### src/rtl/output_allocator_pkg.sv
// Shared NoC definitions used by the output allocator: port index width,
// mesh direction encoding and the per-output-port allocation state.
package output_allocator_pkg;

    localparam int NOC_PORTS = 5;
    localparam int IDX_WIDTH = $clog2(NOC_PORTS);

    typedef enum logic [IDX_WIDTH-1:0] {
        DIR_LOCAL = 3'd0,
        DIR_NORTH = 3'd1,
        DIR_SOUTH = 3'd2,
        DIR_EAST  = 3'd3,
        DIR_WEST  = 3'd4
    } port_dir_e;

    typedef enum logic [0:0] {
        ST_IDLE = 1'b0,
        ST_BUSY = 1'b1
    } alloc_state_e;

endpackage

### src/rtl/output_allocator_rr_pick.sv
// Round-robin picker: returns the first asserted request at or after the
// pointer, wrapping from N-1 back to 0. One-hot grant plus its index.
module rr_pick #(
    parameter int N = 5,
    parameter int W = $clog2(N)
) (
    input  logic [N-1:0] req_i,
    input  logic [W-1:0] ptr_i,
    output logic [N-1:0] gnt_o,
    output logic [W-1:0] idx_o
);

    int   cand_s;
    logic found_s;

    // Scan candidates starting at the pointer; first hit wins.
    always_comb begin
        gnt_o   = '0;
        idx_o   = '0;
        found_s = 1'b0;
        cand_s  = 0;
        for (int k = 0; k < N; k++) begin
            cand_s = int'(ptr_i) + k;
            if (cand_s >= N) begin
                cand_s = cand_s - N;
            end else begin
                cand_s = cand_s;
            end
            if (!found_s && req_i[cand_s]) begin
                found_s       = 1'b1;
                gnt_o[cand_s] = 1'b1;
                idx_o         = W'(cand_s);
            end else begin
                found_s = found_s;
            end
        end
    end

endmodule

### src/rtl/output_allocator.sv
// Output allocator: one IDLE/BUSY owner FSM per output port with
// round-robin arbitration, packet-end release and beat-count forced release.
module output_allocator #(
    parameter int CHANNEL_NUMBER   = 5,
    parameter int MAX_PACKET_BEATS = 16,
    parameter int IDX_WIDTH        = $clog2(CHANNEL_NUMBER)
) (
    input  logic                                     clk_i,
    input  logic                                     rst_i,
    input  logic [CHANNEL_NUMBER-1:0]                req_valid_i,
    input  logic [CHANNEL_NUMBER-1:0][IDX_WIDTH-1:0] req_port_i,
    input  logic [CHANNEL_NUMBER-1:0]                out_fire_i,
    input  logic [CHANNEL_NUMBER-1:0]                out_last_i,
    output logic [CHANNEL_NUMBER-1:0]                grant_o,
    output logic [CHANNEL_NUMBER-1:0]                sel_valid_o,
    output logic [CHANNEL_NUMBER-1:0][IDX_WIDTH-1:0] sel_idx_o,
    output logic [CHANNEL_NUMBER-1:0]                timeout_o
);
    import output_allocator_pkg::*;

    localparam int                   CNT_WIDTH = $clog2(MAX_PACKET_BEATS + 1);
    localparam logic [CNT_WIDTH-1:0] CNT_LIMIT = CNT_WIDTH'(MAX_PACKET_BEATS - 1);

    alloc_state_e                             state_r    [CHANNEL_NUMBER];
    alloc_state_e                             state_s    [CHANNEL_NUMBER];
    logic [IDX_WIDTH-1:0]                     rr_ptr_r   [CHANNEL_NUMBER];
    logic [IDX_WIDTH-1:0]                     rr_ptr_s   [CHANNEL_NUMBER];
    logic [CNT_WIDTH-1:0]                     beat_cnt_r [CHANNEL_NUMBER];
    logic [CNT_WIDTH-1:0]                     beat_cnt_s [CHANNEL_NUMBER];
    logic [CHANNEL_NUMBER-1:0]                req_vec_s  [CHANNEL_NUMBER];
    logic [CHANNEL_NUMBER-1:0]                pick_gnt_s [CHANNEL_NUMBER];
    logic [IDX_WIDTH-1:0]                     pick_idx_s [CHANNEL_NUMBER];
    logic [CHANNEL_NUMBER-1:0]                pick_any_s;
    logic [CHANNEL_NUMBER-1:0][IDX_WIDTH-1:0] sel_idx_r;
    logic [CHANNEL_NUMBER-1:0][IDX_WIDTH-1:0] sel_idx_s;
    logic [CHANNEL_NUMBER-1:0]                sel_valid_r;
    logic [CHANNEL_NUMBER-1:0]                sel_valid_s;
    logic [CHANNEL_NUMBER-1:0]                grant_r;
    logic [CHANNEL_NUMBER-1:0]                grant_s;
    logic [CHANNEL_NUMBER-1:0]                timeout_r;
    logic [CHANNEL_NUMBER-1:0]                timeout_s;

    // Pointer advance after a win, wrapping past the last channel.
    function automatic logic [IDX_WIDTH-1:0] ptr_after(input logic [IDX_WIDTH-1:0] idx);
        if (idx == IDX_WIDTH'(CHANNEL_NUMBER - 1)) begin
            ptr_after = '0;
        end else begin
            ptr_after = idx + IDX_WIDTH'(1);
        end
    endfunction

    // Per-port request vectors; a channel already owning a port cannot bid.
    always_comb begin
        for (int p = 0; p < CHANNEL_NUMBER; p++) begin
            req_vec_s[p] = '0;
            for (int i = 0; i < CHANNEL_NUMBER; i++) begin
                req_vec_s[p][i] = req_valid_i[i] && (req_port_i[i] == IDX_WIDTH'(p)) && !grant_r[i];
            end
        end
    end

    for (genvar p = 0; p < CHANNEL_NUMBER; p++) begin : g_pick
        rr_pick #(
            .N (CHANNEL_NUMBER),
            .W (IDX_WIDTH)
        ) u_rr_pick (
            .req_i (req_vec_s[p]),
            .ptr_i (rr_ptr_r[p]),
            .gnt_o (pick_gnt_s[p]),
            .idx_o (pick_idx_s[p])
        );
        assign pick_any_s[p] = |pick_gnt_s[p];
    end

    // Next-state for every port FSM plus the registered-output images.
    always_comb begin
        grant_s = '0;
        for (int p = 0; p < CHANNEL_NUMBER; p++) begin
            state_s[p]    = state_r[p];
            rr_ptr_s[p]   = rr_ptr_r[p];
            beat_cnt_s[p] = beat_cnt_r[p];
            sel_idx_s[p]  = sel_idx_r[p];
            timeout_s[p]  = 1'b0;
            case (state_r[p])
                ST_IDLE: begin
                    if (pick_any_s[p]) begin
                        state_s[p]    = ST_BUSY;
                        sel_idx_s[p]  = pick_idx_s[p];
                        beat_cnt_s[p] = '0;
                        rr_ptr_s[p]   = ptr_after(pick_idx_s[p]);
                    end else begin
                        state_s[p] = ST_IDLE;
                    end
                end
                ST_BUSY: begin
                    if (out_fire_i[p]) begin
                        beat_cnt_s[p] = beat_cnt_r[p] + CNT_WIDTH'(1);
                        if (out_last_i[p]) begin
                            state_s[p] = ST_IDLE;
                        end else if (beat_cnt_r[p] == CNT_LIMIT) begin
                            state_s[p]   = ST_IDLE;
                            timeout_s[p] = 1'b1;
                        end else begin
                            state_s[p] = ST_BUSY;
                        end
                    end else begin
                        state_s[p] = ST_BUSY;
                    end
                end
                default: begin
                    state_s[p] = ST_IDLE;
                end
            endcase
            sel_valid_s[p] = (state_s[p] == ST_BUSY);
        end
        for (int p = 0; p < CHANNEL_NUMBER; p++) begin
            for (int i = 0; i < CHANNEL_NUMBER; i++) begin
                grant_s[i] = grant_s[i] | (sel_valid_s[p] && (sel_idx_s[p] == IDX_WIDTH'(i)));
            end
        end
    end

    // State and output registers; reset drops all ownership immediately.
    always_ff @(posedge clk_i or posedge rst_i) begin
        if (rst_i) begin
            for (int p = 0; p < CHANNEL_NUMBER; p++) begin
                state_r[p]    <= ST_IDLE;
                rr_ptr_r[p]   <= '0;
                beat_cnt_r[p] <= '0;
            end
            sel_idx_r   <= '0;
            sel_valid_r <= '0;
            grant_r     <= '0;
            timeout_r   <= '0;
        end else begin
            for (int p = 0; p < CHANNEL_NUMBER; p++) begin
                state_r[p]    <= state_s[p];
                rr_ptr_r[p]   <= rr_ptr_s[p];
                beat_cnt_r[p] <= beat_cnt_s[p];
            end
            sel_idx_r   <= sel_idx_s;
            sel_valid_r <= sel_valid_s;
            grant_r     <= grant_s;
            timeout_r   <= timeout_s;
        end
    end

    assign grant_o     = grant_r;
    assign sel_valid_o = sel_valid_r;
    assign sel_idx_o   = sel_idx_r;
    assign timeout_o   = timeout_r;

endmodule

### config.mk
export PLATFORM = sky130hd
export DESIGN_NAME = output_allocator
export DESIGN_NICKNAME = d
export VERILOG_FILES = /design/src/rtl/output_allocator_pkg.sv /design/src/rtl/output_allocator_rr_pick.sv /design/src/rtl/output_allocator.sv
export SDC_FILE = /design/constraint.sdc
export NUM_CORES = 1
export LEC_CHECK = 0
export ABC_AREA = 1
export ABC_CLOCK_PERIOD_IN_PS = 5200
export CORE_UTILIZATION = 65
export DETAILED_ROUTE_END_ITERATION = 10
export HOLD_SLACK_MARGIN = 0.03
export PLACE_DENSITY = 0.95
export SLEW_MARGIN = 20
export SYNTH_ARGS = -nofsm -noshare
export SYNTH_HDL_FRONTEND = slang
export SYNTH_HIERARCHICAL = 1
export SYNTH_SLANG_ARGS = --single-unit
### constraint.sdc
create_clock -name clk_i -period 5.2 [get_ports clk_i]
set_input_delay 0.78 -clock clk_i [delete_from_list [all_inputs] [get_ports clk_i]]
set_output_delay 0.78 -clock clk_i [all_outputs]
set_load 0.01 [all_outputs]
==> reports/qor.yml, run 1 <==
critical_path:
  crit_chain: "inv_2 -> ha_1 -> ha_1 -> nand2_1 -> nand3_2 -> nand2_1 -> nand2_1 -> a21oi_1 -> nand3_1 -> nand3_1 -> nand2_1 -> nor2_4 -> nand3_1 -> nand3_1 -> inv_1 -> nand3_2 -> nand2_2 -> nand2_1 -> nand2_1 -> inv_1 -> nand3_1 -> nand2_1 -> clkinv_1 -> nand2_1"
  r2r_cells: 24
  cp-start-kind: "flop"
  critical_path_arrival_ns: 4.80
  crit_family: "simple AND/OR/NAND/NOR gates"
  crit_fanout: 17
  path_common_cell: "nand2_1"
  slowest_delay_ns: 0.83
  r2r-end: "grant_o[2]"
  r2r-start: "rr_ptr_r[0]"
  cp-end-kind: "flop"
  critPathKind: "reg2reg"
  required_ns: 5.48
  cp_slowest_cell: "dfrtp_1"
  cp_num_buf_inv: 4
  worst-r2r-setup-slack_ns: 0.68
clock_network:
  clock_sinks: 70
  post-cts-setup-buffers: 0
  clk_latency_ns: 0.35
  cts_hold_buf: 0
  cts.clk_slew.worst_paths_ns: 0.07
  post_cts_resized: 0
  cts_root_buf: "clkbuf_16"
  cts_tree: "yes"
  clk_path_buf_depth: 2
  cts_made_buffers: 9
  htree_levels: 3
global_route:
  grt.total_usage_pct: 36.4
  antenna_found_initial: 0
  grt_pass1_wl_um: 54400
  grt-ovfl-total: 0
  grt_max_degree: 41
  grt_pass1_vias: 11800
synthesis:
  synth.most_common_cell: "nand2_1"
  syn_avg_cell_area_um2: 6.19
  synth_commonest_cells: "nand2_1 (528), inv_1 (241), nor2_1 (208), nand3_1 (198)"
  syn_nets: 2005
  synthTopCellsByArea: "nand2_1 (17%), dfrtp_1 (15%), nand3_1 (8.5%)"
  synth_edf_count: 0
  ys_ff_latch: 70
  synth_top_area_share_pct: 16.9
  syn-cell-area_um2: 11700
  synthArstFlopShare_pct: 100
  syn_inst: 1892
  yosysWarnings: 6
  yosysSeqAreaShare_pct: 15.0
  synthFlopType: "dfrtp_1"
  yosysUniqueCellTypes: 45
  yosys.area.top_type: "nand2_1"
timing:
  fmax_mhz: 221
  relSlewSlack_pct: 36.5
  period_share_pct: 86.9
  worst_pin_slew_ns: 0.946
  rsz0062_at_grt: "no"
  setup_ws_ns: 0.683
  hold_viol: 0
  fin_setup_tns_ns: 0
  finalWorstPathRequiredPeriod_ns: 4.52
  clock_skew_ns: 0.0109
  final_max_slew_viol_count: 0
  setup_viol: 0
place:
  dp_cells: 2181
  place_worst_setup_slack_ns: 0.838
  dp_hpwl_um: 26100
  placed_cell_area_um2: 12600
  io_buffers: 61
  gp_congestion: 0.997
die:
  initial_core_util_pct: 67.2
  fp.dieW_um: 136
  io_pins: 62
  fp.dieH_um: 136
  dieArea_um2: 18500
  fp.coreArea_um2: 17400
  num_rows: 48
hold_path:
  hold_path.class: "reg2reg"
  hp-start: "beat_cnt_r[23]"
  holdPathEnd: "beat_cnt_r[23]"
  hold_depth: 1
final_layout:
  seq_area_um2: 1750
  multi_input_area_um2: 8710
  area_growth_pct: 9.94
  drive_above_1_share_pct: 16.3
  fin_cells: 2197
  diodes: 0
  final_area_um2: 12900
  nFillCells: 1407
  final_nets: 2080
routing:
  viasPerCell: 5.85
  ant_nets: 0
  wl_per_cell_um: 15.2
  vias: 12900
  routed_wl_um: 33400
  drt_iter0_drc: 1271
  drtPass1Iterations: 8
  drc_errors: 0
job:
  cap_violations: 0
outcome:
  outcome: "finished, final reports clean"
==> area by class of cell <==
type                    count  share of cell area (%)
repair buffers             76                    5.62
inverters                 290                    8.69
multi-input cells        1520                    67.7
flip-flops and latches     70                    13.6
well taps                 225                    2.19
clock buffers               9                    1.75
clock inverters             7                   0.476
==> stage by stage <==
stage	hold WS (ns)	util, %
finish	0.486	73.9
detailed placement	0.471	72.2
global route	0.491	73.9
global placement	0.452	72.2
CTS	0.480	73.9
floorplan	0.433	-
==> registers in the layout, indices dropped and copies added (netlist names) <==
register,cells
beat_cnt_r,25
sel_valid_o,5
rr_ptr_r,15
timeout_o,5
sel_idx_o,15
grant_o,5
==> layout by cell type (no fill, tap or decap), drive strengths merged, types with 2 or more instances in the layout <==
cell / count
o21bai: 3
nand2: 623
nor4: 10
o21ai: 107
buf: 15
clkinv: 6
nor2: 246
clkbuf: 9
nand3b: 13
inv: 289
nand4: 52
a31oi: 2
fa: 5
mux2: 5
dfrtp: 70
xor2: 19
a21oi: 43
nand3: 251
clkinvlp: 2
o22ai: 20
and2: 4
o21a: 2
ha: 76
nor3: 36
clkdlybuf4s50: 61
==> worst max-delay path by stage <==
| stage | from | endpoint | slack (ns) | cells past startpoint |
|---|---|---|---|---|
| 6_report | rr_ptr_r[0] | grant_o[2] | 0.68 | 24 |
| 5_1_grt | rr_ptr_r[0] | grant_o[2] | 0.37 | 27 |
| 4_1_cts | rr_ptr_r[0] | grant_o[2] | 0.83 | 24 |
| 3_5_place_dp | req_valid_i[3] | grant_o[0] | 0.84 | 24 |
| 3_3_place_gp | req_valid_i[3] | grant_o[3] | 0.93 | 24 |
| 2_1_floorplan | rr_ptr_r[7] | grant_o[1] | 1.82 | 27 |
==> layer usage <==
metal | vias to the layer above | GRT usage [%] | wire, um
met5 | - | 0 | 0
met4 | 0 | 19.6 | 1700
met3 | 141 | 4.81 | 2510
met2 | 641 | 60.9 | 15500
met1 | 5792 | 45.2 | 13700
li1 | 6277 | - | -
==> kinds of logic (layout without fill, tap and decap cells) <==
| kind of cell | after synthesis | in the layout | share of synthesized area, % |
|---|---|---|---|
| muxes | 5 | 5 | 0.481 |
| adders and majority gates | 81 | 81 | 8.98 |
| DFF | 70 | 70 | 15.0 |
| buffers and inverters | 302 | 382 | 10.6 |
| xor gates and xnor gates | 20 | 20 | 2.62 |
| and+or+nand+nor | 1235 | 1235 | 53.4 |
| AOI/OAI and AO/OA | 179 | 179 | 8.93 |
Power of run 1 is not shown: default switching activity piles up to over one toggle a cycle in this logic, so the estimate is an artifact.
==> run 2: changes to the inputs <==
--- a/config.mk
+++ b/config.mk
@@ -6,11 +6,12 @@
 export NUM_CORES = 1
 export LEC_CHECK = 0
 export ABC_AREA = 1
-export ABC_CLOCK_PERIOD_IN_PS = 5200
-export CORE_UTILIZATION = 65
+export ABC_CLOCK_PERIOD_IN_PS = 3700
+export CORE_MARGIN = 2
+export CORE_UTILIZATION = 57
 export DETAILED_ROUTE_END_ITERATION = 10
 export HOLD_SLACK_MARGIN = 0.03
-export PLACE_DENSITY = 0.95
+export PLACE_DENSITY = 0.9
 export SLEW_MARGIN = 20
 export SYNTH_ARGS = -nofsm -noshare
 export SYNTH_HDL_FRONTEND = slang
==> constraint.sdc (replaced) <==
create_clock -name clk_i -period 3.7 [get_ports clk_i]
set_input_delay 0.555 -clock clk_i [delete_from_list [all_inputs] [get_ports clk_i]]
set_output_delay 0.555 -clock clk_i [all_outputs]
set_load 0.01 [all_outputs]
==> run 2 against run 1 <==
  * Critical path depth up 1
  * Setup slack lost 0.57 ns
  * Non-clock buffer count up 76
  * Largest cell class unchanged
  * Cell count increased by 5.6%
  * Critical path type unchanged
  * Worst hold slack worse by 0.011 ns
  * Sequential share of layout area shrank 0.93 points
  * Via count increased by 1.4%
==> reports/qor.yml, run 2 (same netlist as run 1, synthesis figures left out) <==
outcome:
  outcome: "finished, final reports clean"
final_layout:
  largest_reg_flops: 25  # unchanged
  mostFrequentLayoutCells: "nand2_1 (515), inv_1 (238), nor2_1 (196), nand3_1 (194), buf_4 (89)"
  drive_above_1_share_pct: 21.6  # +5.3 points
  top_register: "beat_cnt_r"
  final_nets: 2156  # +3.7%
  area_growth_pct: 18.1
  final_area_um2: 13800  # +7.4%
  layout_commonest_cell: "nand2_1"
  nFillCells: 1689  # +20%
critical_path:
  slowest_delay_ns: 0.47  # -0.36 ns
  cp_slowest_cell: "fa_1"
  worst-r2r-setup-slack_ns: 0.12  # -0.57 ns
  r2r-start: "rr_ptr_r[0]"
  r2r_cells: 25  # +4.2%
  critical_path_arrival_ns: 3.86  # -0.94 ns
  cp-end-kind: "flop"
  r2r-end: "grant_o[2]"
  required_ns: 3.97  # -1.51 ns
  critPathKind: "reg2reg"
  crit_fanout: 8  # -9
  cp-start-kind: "flop"
routing:
  drtPass1Iterations: 7  # -1
  routed_wl_um: 34400  # +2.9%
  drc_errors: 0  # unchanged
  vias: 13000  # +1.4%
  viasPerCell: 5.62  # -3.9%
  drt_iter0_drc: 1223  # -3.8%
  ant_nets: 0  # unchanged
  wl_per_cell_um: 14.8  # -2.5%
job:
  cap_violations: 0  # unchanged
timing:
  period_share_pct: 96.9  # +10 points
  setup_viol: 0  # unchanged
  clock_skew_ns: 0.0124  # +0.00143 ns
  fmax_mhz: 279  # +26%
  setup_ws_ns: 0.115  # -0.567 ns
  relSlewSlack_pct: 67.5  # +31 points
  fin_hold_ws_ns: 0.475  # -0.0108 ns
  fin_setup_tns_ns: 0  # unchanged
  hold_viol: 0  # unchanged
  final_max_slew_viol_count: 0  # unchanged
  worst_pin_slew_ns: 0.487  # -0.458 ns
  finalWorstPathRequiredPeriod_ns: 3.58  # -0.933 ns
clock_network:
  cts_root_buf: "clkbuf_16"
  clk_latency_ns: 0.34  # about the same
  cts.clk_slew.worst_paths_ns: 0.07  # about the same
  htree_levels: 3  # unchanged
  clock_sinks: 70  # unchanged
  cts_made_buffers: 9  # unchanged
  cts_tree: "yes"
  cts_hold_buf: 0  # unchanged
  clk_path_buf_depth: 2  # unchanged
place:
  gp_congestion: 0.947  # -5.0%
  place_worst_setup_slack_ns: -0.152  # -0.990 ns
  dp_hpwl_um: 27200  # +4.3%
  io_buffers: 61  # unchanged
  placed_cell_area_um2: 13000  # +3.7%
die:
  num_rows: 52  # +8.3%
  dieArea_um2: 21700  # +17%
  io_pins: 62  # unchanged
  fp.dieH_um: 147  # +8.2%
  fp.dieW_um: 147  # +8.2%
  fp.coreArea_um2: 20200  # +16%
  initial_core_util_pct: 58.0  # -9.2 points
hold_path:
  hp-start: "beat_cnt_r[3]"
  hold_path.class: "reg2reg"
  hold_depth: 1  # unchanged
  holdPathEnd: "beat_cnt_r[3]"
global_route:
  grt_max_degree: 28  # -32%
  grt_pass1_wl_um: 55200  # +1.5%
  grt_pass1_vias: 11900  # +0.25%
  grt-ovfl-total: 0  # unchanged
  antenna_found_initial: 1  # +1
  grt.total_usage_pct: 30.6  # -5.7 points
==> run 2: cell types whose count changed in the layout (fill, tap and decap cells not counted), sizes merged <==
cell and delta:
buf +76, bufinv +1, clkinv +2, clkinvlp -1, diode +1, inv -2
==> run 2: worst max path at each step <==
stage                   startpoint           to  slack, ns  cells after the start
finish                 rr_ptr_r[0]   grant_o[2]       0.12                     25
floorplan              rr_ptr_r[7]   grant_o[1]       0.32                     27
CTS                    rr_ptr_r[1]   grant_o[2]       0.01                     24
detailed placement  req_valid_i[4]   grant_o[0]      -0.15                     23
global route           rr_ptr_r[1]   grant_o[1]      -0.08                     28
global placement    req_valid_i[4]  rr_ptr_r[7]      -0.01                     20
==> run 2: cell type report <==
cell class | count | area (um^2) | share of cell area, %
multi-input cells | 1520 | 8990 | 65.0
flip-flops and latches | 70 | 1750 | 12.7
repair buffers | 152 | 1310 | 9.48
inverters | 290 | 1120 | 8.14
well taps | 270 | 338 | 2.44
clock buffers | 9 | 225 | 1.63
clock inverters | 7 | 80.1 | 0.579
diodes | 1 | 2.50 | 0.0181
==> run 2: what timing repair did <==
| item | in CTS | in global routing |
|---|---|---|
| pin swaps | 0 | 21 |
| endpoints found under the setup margin | 5 | 33 |
| endpoints found under the hold margin | 0 | 0 |
| setup buffers | 0 | 22 |
| resized for setup | 3 | 72 |
==> run 2: worst max-delay path: cells and delay by family, from the launching register on <==
kind          cells  cell delay, ns
flops             1            0.41
buf+inv           6            0.54
fa+ha+maj         2            0.68
simple gates     17            1.90
==> run 2: per-layer routing <==
metal	GRT usage (%)	vias to the layer above	share of wire, %
met2	52.7	559	48
met4	10.9	0	3.5
met5	0	-	0
met1	39.9	5964	42
li1	-	6400	-
met3	3.45	110	6.8
==> run 2: through the flow <==
| stage | cells | utilization [%] |
|---|---|---|
| after detailed placement | 2280 | 64.7 |
| after global routing | 2319 | 68.5 |
| after floorplan | 1892 | - |
| after global placement | 2280 | 64.7 |
| final | 2319 | 68.5 |
| after CTS | 2296 | 66.3 |
Power of run 2 is left out for the same reason.
